===== config.mk =====
export PLATFORM = sky130hd
export DESIGN_NAME = fp_round_pipe
export DESIGN_NICKNAME = d
export VERILOG_FILES = /design/src/rtl/fp_round_pipe_pkg.sv /design/src/rtl/fp_round_pipe.sv
export SDC_FILE = /design/constraint.sdc
export NUM_CORES = 1
export LEC_CHECK = 0
export ABC_AREA = 0
export CAP_MARGIN = 20
export CORE_ASPECT_RATIO = 1.5
export CORE_MARGIN = 2
export CORE_UTILIZATION = 50
export CTS_BUF_LIST = sky130_fd_sc_hd__clkbuf_8
export CTS_CLUSTER_SIZE = 24
export DETAILED_ROUTE_END_ITERATION = 12
export PLACE_DENSITY = 0.72
export SYNTH_ARGS = -nofsm -noshare
export SYNTH_HDL_FRONTEND = slang
export SYNTH_SLANG_ARGS = --single-unit
export TNS_END_PERCENT = 5

===== constraint.sdc =====
create_clock -name clock -period 4.1 [get_ports clock]
set_clock_uncertainty 0.1 [all_clocks]
set_input_delay 0.615 -clock clock [delete_from_list [all_inputs] [get_ports clock]]
set_output_delay 0.615 -clock clock [all_outputs]
set_load 0.05 [all_outputs]

===== src/rtl/fp_round_pipe_pkg.sv =====
// Shared types and constants for the single-precision round/pack pipeline.
package fp_round_pipe_pkg;

  localparam logic [2:0] RNE = 3'd0;
  localparam logic [2:0] RTZ = 3'd1;
  localparam logic [2:0] RDN = 3'd2;
  localparam logic [2:0] RUP = 3'd3;
  localparam logic [2:0] RMM = 3'd4;

  localparam logic [31:0] NAN_CANON = 32'h7FC00000;

  typedef struct packed {
    logic        sig;
    logic [10:0] expo;
    logic [24:0] mant;
    logic [1:0]  rema;
    logic [1:0]  fmt;
    logic [2:0]  rm;
    logic [2:0]  grs;
    logic        snan;
    logic        qnan;
    logic        dbz;
    logic        inf;
    logic        zero;
    logic        diff;
  } fp_rnd_in_type;

  typedef struct packed {
    logic [31:0] result;
    logic [4:0]  flags;
    logic        ready;
  } fp_rnd_out_type;

  // Stage 1 holds the raw operand; rounding happens between stage 1 and stage 2.
  typedef fp_rnd_in_type fp_round_reg_type_1;

  typedef struct packed {
    logic        sig;
    logic [10:0] expo;
    logic [23:0] mant;
    logic [1:0]  rema;
    logic [1:0]  fmt;
    logic [2:0]  rm;
    logic        nx;
    logic        snan;
    logic        qnan;
    logic        dbz;
    logic        inf;
    logic        zero;
    logic        diff;
  } fp_round_reg_type_2;

  localparam fp_round_reg_type_1 init_fp_round_reg_1 = '0;
  localparam fp_round_reg_type_2 init_fp_round_reg_2 = '0;

endpackage


===== src/rtl/fp_round_pipe.sv =====
// Two-stage rounding and packing pipeline: increment/normalise, then exceptions and packing.
module fp_round_pipe
  import fp_round_pipe_pkg::*;
(
  input  logic          reset,
  input  logic          clock,
  input  fp_rnd_in_type fp_rnd_i,
  input  logic          valid_i,
  input  logic          clear,
  output logic [31:0]   result,
  output logic [4:0]    flags,
  output logic          ready
);

  fp_round_reg_type_1 r1;
  fp_round_reg_type_2 r2;
  fp_round_reg_type_2 r2_next;
  fp_rnd_out_type     out_reg;
  logic               v1;
  logic               v2;

  logic        inc;
  logic        any_grs;
  logic [24:0] mant_sum;
  logic [10:0] expo_adj;

  always_comb begin
    any_grs = |r1.grs;
    case (r1.rm)
      RTZ:     inc = 1'b0;
      RDN:     inc = r1.sig & any_grs;
      RUP:     inc = ~r1.sig & any_grs;
      RMM:     inc = r1.grs[2];
      default: inc = r1.grs[2] & (r1.grs[1] | r1.grs[0] | r1.mant[0]);
    endcase

    mant_sum = r1.mant + {24'd0, inc};
    expo_adj = r1.expo;
    if (mant_sum[24]) begin
      mant_sum = mant_sum >> 1;
      expo_adj = expo_adj + 11'd1;
    end
    // A subnormal that rounds up into the hidden bit becomes the smallest normal.
    if (expo_adj == 11'd0 && mant_sum[23])
      expo_adj = 11'd1;

    r2_next      = init_fp_round_reg_2;
    r2_next.sig  = r1.sig;
    r2_next.expo = expo_adj;
    r2_next.mant = mant_sum[23:0];
    r2_next.rema = r1.rema;
    r2_next.fmt  = r1.fmt;
    r2_next.rm   = r1.rm;
    r2_next.nx   = any_grs;
    r2_next.snan = r1.snan;
    r2_next.qnan = r1.qnan;
    r2_next.dbz  = r1.dbz;
    r2_next.inf  = r1.inf;
    r2_next.zero = r1.zero;
    r2_next.diff = r1.diff;
  end

  logic        ovf;
  logic        ovf_to_inf;
  logic        zero_sign;
  logic [31:0] result_next;
  logic [4:0]  flags_next;

  always_comb begin
    ovf        = r2.expo >= 11'd255;
    ovf_to_inf = 1'b1;
    case (r2.rm)
      RTZ:     ovf_to_inf = 1'b0;
      RDN:     ovf_to_inf = r2.sig;
      RUP:     ovf_to_inf = ~r2.sig;
      default: ovf_to_inf = 1'b1;
    endcase
    zero_sign = r2.diff ? (r2.rm == RDN) : r2.sig;

    result_next = {r2.sig, r2.expo[7:0], r2.mant[22:0]};
    flags_next  = {3'b000, r2.nx & (r2.expo == 11'd0), r2.nx};
    if (r2.snan) begin
      result_next = NAN_CANON;
      flags_next  = 5'b10000;
    end else if (r2.qnan) begin
      result_next = NAN_CANON;
      flags_next  = 5'b00000;
    end else if (r2.dbz) begin
      result_next = {r2.sig, 31'h7F800000};
      flags_next  = 5'b01000;
    end else if (r2.inf) begin
      result_next = {r2.sig, 8'hFF, 23'h0};
      flags_next  = 5'b00000;
    end else if (r2.zero) begin
      result_next = {zero_sign, 31'h0};
      flags_next  = 5'b00000;
    end else if (ovf) begin
      result_next = ovf_to_inf ? {r2.sig, 8'hFF, 23'h0} : {r2.sig, 31'h7F7FFFFF};
      flags_next  = 5'b00101;
    end
  end

  // fmt/rema travel with the operand but do not affect the packed result.
  logic unused_fields;
  assign unused_fields = ^{r2.fmt, r2.rema, r2.mant[23]};

  always_ff @(posedge clock or negedge reset) begin
    if (!reset) begin
      r1      <= init_fp_round_reg_1;
      r2      <= init_fp_round_reg_2;
      v1      <= 1'b0;
      v2      <= 1'b0;
      out_reg <= '0;
    end else begin
      v1            <= valid_i & ~clear;
      v2            <= v1 & ~clear;
      out_reg.ready <= v2 & ~clear;
      if (valid_i)
        r1 <= fp_rnd_i;
      if (v1)
        r2 <= r2_next;
      if (v2 & ~clear) begin
        out_reg.result <= result_next;
        out_reg.flags  <= flags_next;
      end
    end
  end

  assign result = out_reg.result;
  assign flags  = out_reg.flags;
  assign ready  = out_reg.ready;

endmodule


==> results.tsv, run 1 <==
stage	metric	value	unit
setup_path	required	4.37	ns
grt	use_met3	5.03	%
route	vias_per_cell	5.39	
setup_path	crit_chain	nor2b_2, a21oi_1, o21ai_0, a211oi_1, a21oi_1, ha_2, ha_1, nand2_1, or4_4, o21a_1, nor2_4, buf_12, o21ai_0, a2111oi_2, a31o_1	
logic_synthesis	synth_top_area_share	52.4	%
floorplan	core.rowCount	50	
sta	worst_slew_pin_slew	0.782	ns
floorplan	die_height	143	um
outcome	status	finished clean	
cts	cts_inserted_buffers	17	
setup_path	start_kind	flip-flop	
floorplan	die_w	96.4	um
sta	setup_ws	0.285	ns
logic_synthesis	syn_avg_cell_area	10.3	um2
sta	final_hold_viol_count	0	
cts	cts.sink_count	134	
route	drt_wl_total	13300	um
cts	post-cts-setup-buffer-count	0	
sta	max_freq	262	MHz
pwr	p_per_area	419	nW/um2
logic_synthesis	syn-instance-count	624	
cts	clkTransAtPathRegs	0.08	ns
sta	rsz0062_at_grt	false	
cts	cts.hold.buffers_added	0	
sta	maxSlewViolCount	0	
pwr	p_leak	3.35	nW
setup_path	crit_fanout	27	
pwr	ir_drop	214	uV
job	cap_viol_max_count	0	
hold_path	hold_class	input pin to async pin	
cts	clk_latency	0.44	ns
layout	nets	769	
logic_synthesis	mappedNetlistArea	6400	um2
logic_synthesis	ys.flop_type	dfrtp_1	
sta	hold_ws	0.140	ns
sta	period_share	93.1	%
logic_synthesis	ys_types	52	
floorplan	design.die.area	13700	um2
grt	grt_max_degree	65	
layout	final_util	62.6	%
layout	layout-drive-gt1-share	17.5	%
sta	finalCriticalPeriod	3.82	ns
cts	clock-root-buffer	clkbuf_8	
layout	syn_to_final_growth	22.4	%
route	vias	4730	
logic_synthesis	ys.warnings.count	0	
grt	grt_usage	21.3	%
logic_synthesis	synth_top_cells_by_count	dfrtp_1, nand2_1, mux2_2	
placed_design	io_buffer_count	90	
layout	fin_area	7840	um2
cts	cts_tree	built	
setup_path	cp.arrival	4.09	ns
setup_path	crit_slowest_cell	or4_4	
grt	grt_overflow_total	0	
grt	grt_pass1_vias	4745	
sta	finalSetupTns	0	ns
setup_path	slowest_delay	0.57	ns
grt	antenna_found_initial	0	
placed_design	placed_area	7440	um2
cts	htreeDepth	4	
placed_design	dp.cells	845	
placed_design	dp_slack	0.122	ns
layout	instances_no_fill	878	
floorplan	core_area	12500	um2
logic_synthesis	ys_seq_area_share	52.4	%
logic_synthesis	synthArstFlopShare	100	%
logic_synthesis	synth_seq_cells	134	
logic_synthesis	synth-edff-count	0	
route	antenna_left	0	
setup_path	path_class	flip-flop to flip-flop	
route	drt_first_pass_iters	4	
logic_synthesis	synthTopCellsByArea	dfrtp_1, mux2_2, nand2_1, o21ai_0, nor2_1	
setup_path	r2r_cells	15	
grt	grt_pass1_wl	22800	um
logic_synthesis	post-synth-top-area-cell	dfrtp_1	
placed_design	dpl.hpwl	9940	um
logic_synthesis	syn_nets	684	
placed_design	gp_congestion	0.883	
sta	worst_slew_margin_rel	47.9	%
grt	grt_use_met1	27.9	%
sta	finalSetupViolCount	0	
route	drc_errors	0	
logic_synthesis	yosysMostFrequentCell	dfrtp_1	
setup_path	cp-end-kind	flip-flop	
grt	busiest_layer	met2	
cts	max-clock-path-buffers	2	
route	drt_iter0_markers	267	
floorplan	start_util	51.2	%
floorplan	io_pins	95	
route	routedWlPerCell	15.1	um
pwr	power	3.29	mW
grt	met2_usage	33.8	%
layout	diodes	0	
[final cells by class]
type                    instances  area [um2]
repair buffers                102        1010
fillers                      1073        4670
clock buffers                  19         262
inverters                      16        60.1
clock inverters                13        96.3
multi-input cells             438        2860
well taps                     156         195
flip-flops and latches        134        3350
[sequential cells by signal (all words and copies together), names as in the netlist]
name    flops
flags       5
r1         49
r2         45
ready       1
result     32
v1          1
v2          1
[final timing paths]
check,endpoint,start,slack [ns]
worst max register to register,r2[38],r1[10],0.28
min in group clock,result[3],result[3],0.37
worst min register to register,result[3],result[3],0.37
max in group asynchronous,result[3],reset,2.82
worst max-delay path,r2[38],r1[10],0.28
worst min-delay path,r1[6],reset,0.14
[metal layers]
layer | vias up | wire (um)
met1 | 2262 | 5750
met3 | 28 | 533
met2 | 113 | 6670
li1 | 2327 | -
met4 | 0 | 306
met5 | - | 0
[where the power goes]
part           total, mW  internal (mW)  switching, mW  leakage (nW)
clock network      0.979          0.454          0.525         0.171
logic              0.657          0.308          0.349          1.57
registers           1.65           1.49          0.159          1.61
[layout by cell type (no fill, tap or decap), types with 5 or more instances in the layout]
master,netlist,final
dfrtp_1,134,133
mux2_2,66,66
o22a_1,8,8
nand4_1,7,7
xnor2_1,18,18
nand2_1,96,96
clkinvlp_4,0,5
clkbuf_8,0,19
mux2i_1,13,13
buf_4,1,11
o21ai_0,50,50
nor3_1,12,12
a21oi_1,14,14
and2_1,6,6
xor2_1,15,15
inv_1,16,16
nor2_1,53,53
a31oi_1,8,8
and3_1,5,5
nand3_1,15,15
clkdlybuf4s50_1,0,88
[cell families after synthesis]
family / Yosys count / share of synthesized area, %
fa+ha+maj: 3 / 0.586
mux: 79 / 13.6
compound gates: 103 / 9.99
xor+xnor: 33 / 4.52
flops: 134 / 52.4
buf+inv: 52 / 3.23
simple gates: 220 / 15.7
[what timing repair did]
item                                   4_1_cts  5_1_grt
resized for setup                            0        5
setup endpoints to repair                    0        8
endpoints found under the hold margin        0        0
[worst max-delay path, delay by kind of cell (launching register included)]
family	cells	cell delay, ns
flops	1	0.40
buf+inv	1	0.19
fa+ha+maj	2	0.46
compound gates	8	1.53
simple gates	4	1.06
(Power assumes the default switching activity.)
==> run 2: changes to the inputs <==
--- a/config.mk
+++ b/config.mk
@@ -13,7 +13,7 @@
 export CTS_BUF_LIST = sky130_fd_sc_hd__clkbuf_8
 export CTS_CLUSTER_SIZE = 24
 export DETAILED_ROUTE_END_ITERATION = 12
-export PLACE_DENSITY = 0.72
+export PLACE_DENSITY = 0.74
 export SYNTH_ARGS = -nofsm -noshare
 export SYNTH_HDL_FRONTEND = slang
 export SYNTH_SLANG_ARGS = --single-unit
==> constraint.sdc (replaced) <==
create_clock -name clock -period 3.2 [get_ports clock]
set_clock_uncertainty 0.1 [all_clocks]
set_input_delay 0.48 -clock clock [delete_from_list [all_inputs] [get_ports clock]]
set_output_delay 0.48 -clock clock [all_outputs]
set_load 0.05 [all_outputs]
==> run 2 against run 1 <==
- the run now ends with negative setup slack left
- cell count is 2.4% higher
- power is 36% higher
- sequential cell count stayed put
- non-clock buffer count is 21 higher
- clock power is 47% higher
- first-iteration DRC count is 35% lower
- routed wire length is 9.6% higher
- cell area is 3.6% higher
- core utilization is 2.3 points higher
- worst setup slack worse by 0.59 ns
- critical path depth is 1 lower
- hold slack better by 0.20 ns
- critical path type unchanged
- critical endpoint unchanged
- largest cell class unchanged
- largest power group unchanged
- highest routed layer unchanged
==> results.tsv, run 2 (same netlist as run 1, synthesis figures left out) <==
stage	metric	value	unit	change
layout	diodes	0		unchanged
sta	period_share	109	%	was 93.1%
pwr	internal_power	3.05	mW	was 2.25 mW
cts	clock-root-buffer	clkbuf_8		unchanged
placed_design	dpl.hpwl	10600	um	was 9940 um
route	drc_errors	0		unchanged
sta	maxSlewViolCount	0		unchanged
setup_path	reg2reg_from	r1[11]		was r1[10]
cts	cts_inserted_buffers	17		unchanged
route	drt_iter0_markers	173		was 267
setup_path	path_class	flip-flop to flip-flop		unchanged
route	vias_per_cell	5.50		was 5.39
sta	worst_slew_pin_slew	0.637	ns	was 0.782 ns
outcome	status	finished with violations		was finished clean
grt	grt_overflow_total	0		unchanged
cts	cts.sink_count	134		unchanged
pwr	pwr-share-clk	32.2	%	was 29.8%
hold_path	hold_class	input pin to async pin		unchanged
cts	post-cts-setup-buffer-count	0		unchanged
sta	rsz0062_at_grt	true		was false
layout	layout_common_cells	dfrtp_1, nand2_1, clkdlybuf4s50_1, mux2_2, nor2_1		unchanged
floorplan	start_util	51.2	%	unchanged
route	routedWlPerCell	16.2	um	was 15.1 um
grt	grt_max_degree	82		was 65
setup_path	r2r-end	r2[38]		unchanged
grt	grt_pass1_vias	5109		was 4745
setup_path	start_kind	flip-flop		unchanged
grt	antenna_found_initial	0		unchanged
cts	cts_tree	built		unchanged
floorplan	core_area	12500	um2	unchanged
setup_path	crit_fanout	6		was 27
pwr	pwr-share-seq	47.5	%	was 50.2%
layout	mostFrequentLayoutCell	dfrtp_1		unchanged
floorplan	core.rowCount	50		unchanged
layout	layout-drive-gt1-share	20.5	%	was 17.5%
floorplan	design.die.area	13700	um2	unchanged
sta	max_freq	286	MHz	was 262 MHz
layout	largest_reg_flops	49		unchanged
pwr	ir_drop	282	uV	was 214 uV
setup_path	required	3.49	ns	was 4.37 ns
setup_path	regToRegSetupSlack	-0.30	ns	was 0.28 ns
outcome	violations	negative setup slack		
pwr	p_sw	1.40	mW	was 1.03 mW
sta	finalCriticalPeriod	3.50	ns	was 3.82 ns
cts	clk_latency	0.45	ns	was 0.44 ns
pwr	netSwitchingFraction	31.5	%	was 31.4%
placed_design	io_buffer_count	90		unchanged
setup_path	cp.arrival	3.79	ns	was 4.09 ns
route	vias	4947		was 4730
layout	syn_to_final_growth	26.9	%	was 22.4%
cts	max-clock-path-buffers	2		unchanged
floorplan	die_height	143	um	unchanged
grt	grt_pass1_wl	24500	um	was 22800 um
job	cap_viol_max_count	0		unchanged
floorplan	io_pins	95		unchanged
route	antenna_left	0		unchanged
pwr	combPwrFrac	20.3	%	was 20.0%
cts	clkTransAtPathRegs	0.09	ns	was 0.08 ns
layout	largest_register	r1		unchanged
sta	final_hold_viol_count	0		unchanged
sta	hold_ws	0.339	ns	was 0.140 ns
layout	reg_top3	r1: 49 flops, r2: 45 flops, result: 32 flops		unchanged
setup_path	cp-end-kind	flip-flop		unchanged
pwr	power	4.46	mW	was 3.29 mW
sta	finalSetupViolCount	33		was 0
route	drt_first_pass_iters	6		was 4
placed_design	gp_congestion	0.845		was 0.883
cts	htreeDepth	4		unchanged
sta	worst_slew_margin_rel	57.5	%	was 47.9%
floorplan	die_w	96.4	um	unchanged
pwr	p_leak	3.50	nW	was 3.35 nW
layout	nets	790		was 769
route	drt_wl_total	14500	um	was 13300 um
setup_path	r2r_cells	14		was 15
layout	final_util	64.9	%	was 62.6%
pwr	p_per_area	549	nW/um2	was 419 nW/um2
sta	setup_ws	-0.301	ns	was 0.285 ns
grt	grt_usage	23.1	%	was 21.3%
[run 2: area by class of cell]
class | count | area [um2]
Fill cell | 1025 | 4390
Sequential cell | 134 | 3350
Multi-Input combinational cell | 438 | 2920
Timing Repair Buffer | 123 | 1180
Clock buffer | 17 | 234
Tap cell | 156 | 195
Clock inverter | 15 | 169
Inverter | 16 | 60.1
[run 2: routing by layer]
| metal | wire [um] | vias to the layer above | global-route usage [%] |
|---|---|---|---|
| met5 | 0 | - | 0 |
| met4 | 225 | 0 | 8.23 |
| met3 | 565 | 22 | 4.77 |
| met2 | 7580 | 139 | 39.0 |
| met1 | 6160 | 2409 | 29.2 |
| li1 | - | 2377 | - |
[run 2: worst max-delay path by stage]
stage | from | to | slack, ns
detailed placement | r1[11] | r2[22] | -0.47
global placement | r1[11] | r2[22] | -0.38
global route | r1[11] | r2[38] | -0.48
CTS | r1[11] | r2[38] | -0.29
finish | r1[11] | r2[38] | -0.30
floorplan | r1[11] | r2[38] | -0.21
[run 2: repair_timing]
action,in CTS,in global routing
hold endpoints to repair,16,0
endpoints found under the setup margin,34,34
hold buffers,1,0
gates resized for setup,10,2
pin swaps,6,0
[run 2: power by group through the flow]
stage | registers, mW | logic, mW | clock network [mW]
4_1_cts | 2.11 | 0.912 | 1.47
3_5_place_dp | 2.14 | 0.894 | 0
5_1_grt | 2.14 | 0.993 | 1.56
6_report | 2.11 | 0.904 | 1.44
3_3_place_gp | 2.13 | 0.873 | 0
2_1_floorplan | 2.21 | 0.452 | 0
[run 2: worst max-delay path, cell delays in order (launching register included)]
cell	delay, ns
dfrtp_1	0.44
nor2b_4	0.15
a21oi_1	0.09
o21ai_1	0.14
a211oi_1	0.10
a21oi_1	0.15
ha_2	0.25
ha_4	0.14
nand2_1	0.06
or4_4	0.57
nor3_4	0.20
nor2_4	0.07
or4b_1	0.49
a2111oi_2	0.32
a31o_1	0.18
[run 2: per-stage QoR]
step	worst slack, ns	setup TNS [ns]	instances	instance area (um2)
floorplan	-0.211	-3.08	624	6440
global placement	-0.381	-8.05	866	7660
detailed placement	-0.475	-10.74	866	7660
CTS	-0.293	-5.51	899	8110
global route	-0.485	-11.58	899	8120
finish	-0.301	-5.13	899	8120
==> run 3: changes to the inputs <==
--- a/config.mk
+++ b/config.mk
@@ -6,9 +6,9 @@
 export NUM_CORES = 1
 export LEC_CHECK = 0
 export ABC_AREA = 0
+export ABC_CLOCK_PERIOD_IN_PS = 3200
 export CAP_MARGIN = 20
 export CORE_ASPECT_RATIO = 1.5
-export CORE_MARGIN = 2
 export CORE_UTILIZATION = 50
 export CTS_BUF_LIST = sky130_fd_sc_hd__clkbuf_8
 export CTS_CLUSTER_SIZE = 24
==> run 3 against run 2 <==
- the run still ends with negative setup slack left
- die area fell by 3.4%
- register-to-register slack improved by 0.03 ns
- hold slack improved by 0.031 ns
- non-clock buffer count did not move
- sequential cell count did not move
- largest power group unchanged
- via count fell by 1.1%
- core utilization fell by 0.080 points
- sequential share of layout area rose by 0.051 points
- cell count did not move
- count of clock-buffer cells in the layout did not move
- maximum frequency rose by 0.76%
- sequential power barely moved
==> results.tsv, run 3 (same netlist as run 1, synthesis figures left out) <==
stage	metric	value	unit	change
layout	diodes	0		unchanged
floorplan	design.die.area	13300	um2	was 13700 um2
route	vias_per_cell	5.44		was 5.50
pwr	ir_drop	365	uV	was 282 uV
setup_path	r2r_cells	14		unchanged
setup_path	cp-endpoint	r2[38]		unchanged
sta	finalCriticalPeriod	3.47	ns	was 3.50 ns
layout	mostFrequentLayoutCell	dfrtp_1		unchanged
placed_design	dpl.hpwl	10200	um	was 10600 um
setup_path	regToRegSetupSlack	-0.27	ns	was -0.30 ns
setup_path	crit_fanout	7		was 6
grt	grt_pass1_wl	23500	um	was 24500 um
sta	worst_slew_pin_slew	0.598	ns	was 0.637 ns
setup_path	cp-end-kind	flip-flop		unchanged
sta	worst_slew_margin_rel	60.1	%	was 57.5%
sta	final_hold_viol_count	0		unchanged
hold_path	hold_class	flip-flop to flip-flop		was input pin to async pin
setup_path	cp.arrival	3.76	ns	was 3.79 ns
setup_path	reg2reg_from	r1[11]		unchanged
pwr	internal_power	2.91	mW	was 3.05 mW
pwr	p_leak	3.50	nW	about the same
grt	grt_usage	22.7	%	was 23.1%
layout	largest_reg_flops	49		unchanged
pwr	combPwrFrac	20.9	%	was 20.3%
grt	grt_max_degree	55		was 82
grt	grt_overflow_total	0		unchanged
sta	finalSetupViolCount	29		was 33
layout	layout-drive-gt1-share	21.0	%	was 20.5%
floorplan	die_w	94.4	um	was 96.4 um
sta	period_share	109	%	about the same
route	antenna_left	0		unchanged
pwr	pwr-share-clk	30.3	%	was 32.2%
cts	cts.sink_count	134		unchanged
pwr	p_sw	1.41	mW	was 1.40 mW
grt	grt_pass1_vias	4970		was 5109
setup_path	r2r-end	r2[38]		unchanged
layout	nets	790		unchanged
placed_design	io_buffer_count	90		unchanged
cts	max-clock-path-buffers	2		unchanged
cts	htreeDepth	4		unchanged
sta	rsz0062_at_grt	true		unchanged
setup_path	path_class	flip-flop to flip-flop		unchanged
floorplan	io_pins	95		unchanged
layout	reg_top3	r1: 49 flops, r2: 45 flops, result: 32 flops		unchanged
cts	clkTransAtPathRegs	0.08	ns	was 0.09 ns
route	vias	4894		was 4947
job	cap_viol_max_count	0		unchanged
cts	clock-root-buffer	clkbuf_8		unchanged
route	drt_first_pass_iters	5		was 6
sta	setup_ws	-0.275	ns	was -0.301 ns
layout	syn_to_final_growth	26.7	%	was 26.9%
route	routedWlPerCell	15.2	um	was 16.2 um
pwr	netSwitchingFraction	32.6	%	was 31.5%
floorplan	die_height	141	um	was 143 um
sta	hold_ws	0.370	ns	was 0.339 ns
route	drt_iter0_markers	227		was 173
pwr	p_per_area	534	nW/um2	was 549 nW/um2
setup_path	required	3.48	ns	was 3.49 ns
sta	maxSlewViolCount	0		unchanged
setup_path	start_kind	flip-flop		unchanged
floorplan	core.rowCount	50		unchanged
cts	clk_latency	0.45	ns	about the same
layout	largest_register	r1		unchanged
sta	finalSetupTns	-4.19	ns	was -5.13 ns
setup_path	startpoint	r1[11]		unchanged
floorplan	core_area	12500	um2	unchanged
pwr	pwr-share-seq	48.8	%	was 47.5%
floorplan	start_util	51.2	%	unchanged
outcome	violations	negative setup slack		unchanged
cts	cts_tree	built		unchanged
grt	antenna_found_initial	0		unchanged
route	drt_wl_total	13600	um	was 14500 um
outcome	status	finished with violations		unchanged
placed_design	gp_congestion	0.866		was 0.845
layout	final_util	64.8	%	was 64.9%
route	drc_errors	0		unchanged
cts	cts_inserted_buffers	17		unchanged
layout	layout_common_cells	dfrtp_1, nand2_1, clkdlybuf4s50_1, mux2_2, nor2_1		unchanged
sta	max_freq	288	MHz	was 286 MHz
[run 3: cell types whose count changed in the layout (fill, tap and decap cells not counted), moves of 2 or more]
cell / before / now
o21ai_0: 47 / 45
mux2_4: 0 / 2
bufinv_16: 2 / 0
o21ai_1: 3 / 5
mux2_2: 66 / 64
[run 3: how the worst min path moves through the flow]
stage | startpoint | end | slack (ns) | cells past startpoint
finish | result[10] | result[10] | 0.37 | 2
global route | result[4] | result[4] | 0.39 | 2
CTS | result[9] | result[9] | 0.38 | 2
detailed placement | result[9] | result[9] | 0.36 | 2
global placement | result[20] | result[20] | 0.35 | 2
floorplan | reset | flags[0] | 0.08 | 0
[run 3: power groups by stage]
| stage | Sequential [mW] | Clock [mW] | Combinational [mW] |
|---|---|---|---|
| final | 2.11 | 1.31 | 0.904 |
| after global routing | 2.15 | 1.43 | 0.992 |
| after CTS | 2.11 | 1.35 | 0.903 |
| after detailed placement | 2.14 | 0 | 0.884 |
| after global placement | 2.13 | 0 | 0.861 |
| after floorplan | 2.21 | 0 | 0.452 |
[run 3: timing repair]
action | in CTS | in global routing
pin swaps | 5 | 2
setup endpoints to repair | 34 | 34
buffers inserted | 1 | 1
resized for setup | 16 | 2
hold buffers | 1 | 0
endpoints found under the hold margin | 45 | 0
[run 3: critical path, cell delays in order (launching register included)]
cell	delay, ns
dfrtp_1	0.43
nor2b_2	0.21
a21oi_2	0.05
o21ai_1	0.13
a211oi_1	0.09
a21oi_1	0.14
ha_2	0.25
ha_4	0.15
nand2_2	0.05
or4_4	0.56
nor3_4	0.19
nor2_4	0.08
or4b_1	0.49
a2111oi_2	0.32
a31o_1	0.19
[run 3: metrics by stage]
step                total power [mW]  std cells  setup WS, ns  area [um2]
global route                    4.57        899        -0.434        8110
detailed placement              3.03        863        -0.448        7640
CTS                             4.36        897        -0.275        8070
finish                          4.33        899        -0.275        8110
global placement                2.99        863        -0.370        7640
floorplan                       2.67        624        -0.211        6440
[run 3: per-layer routing]
metal,global-route usage [%],wire [um],up-vias
li1,-,-,2382
met1,29.2,5870,2348
met2,37.1,6880,132
met3,4.64,541,32
met4,9.23,334,0
met5,0,0,-
[run 3: cell type report]
class | instances | area, um2
fill | 1036 | 4400
tap | 156 | 195
clock inverter | 15 | 138
clock buffer | 17 | 234
sequential | 134 | 3350
timing repair buffer | 123 | 1200
inverter | 16 | 60.1
multi-input combinational | 438 | 2930
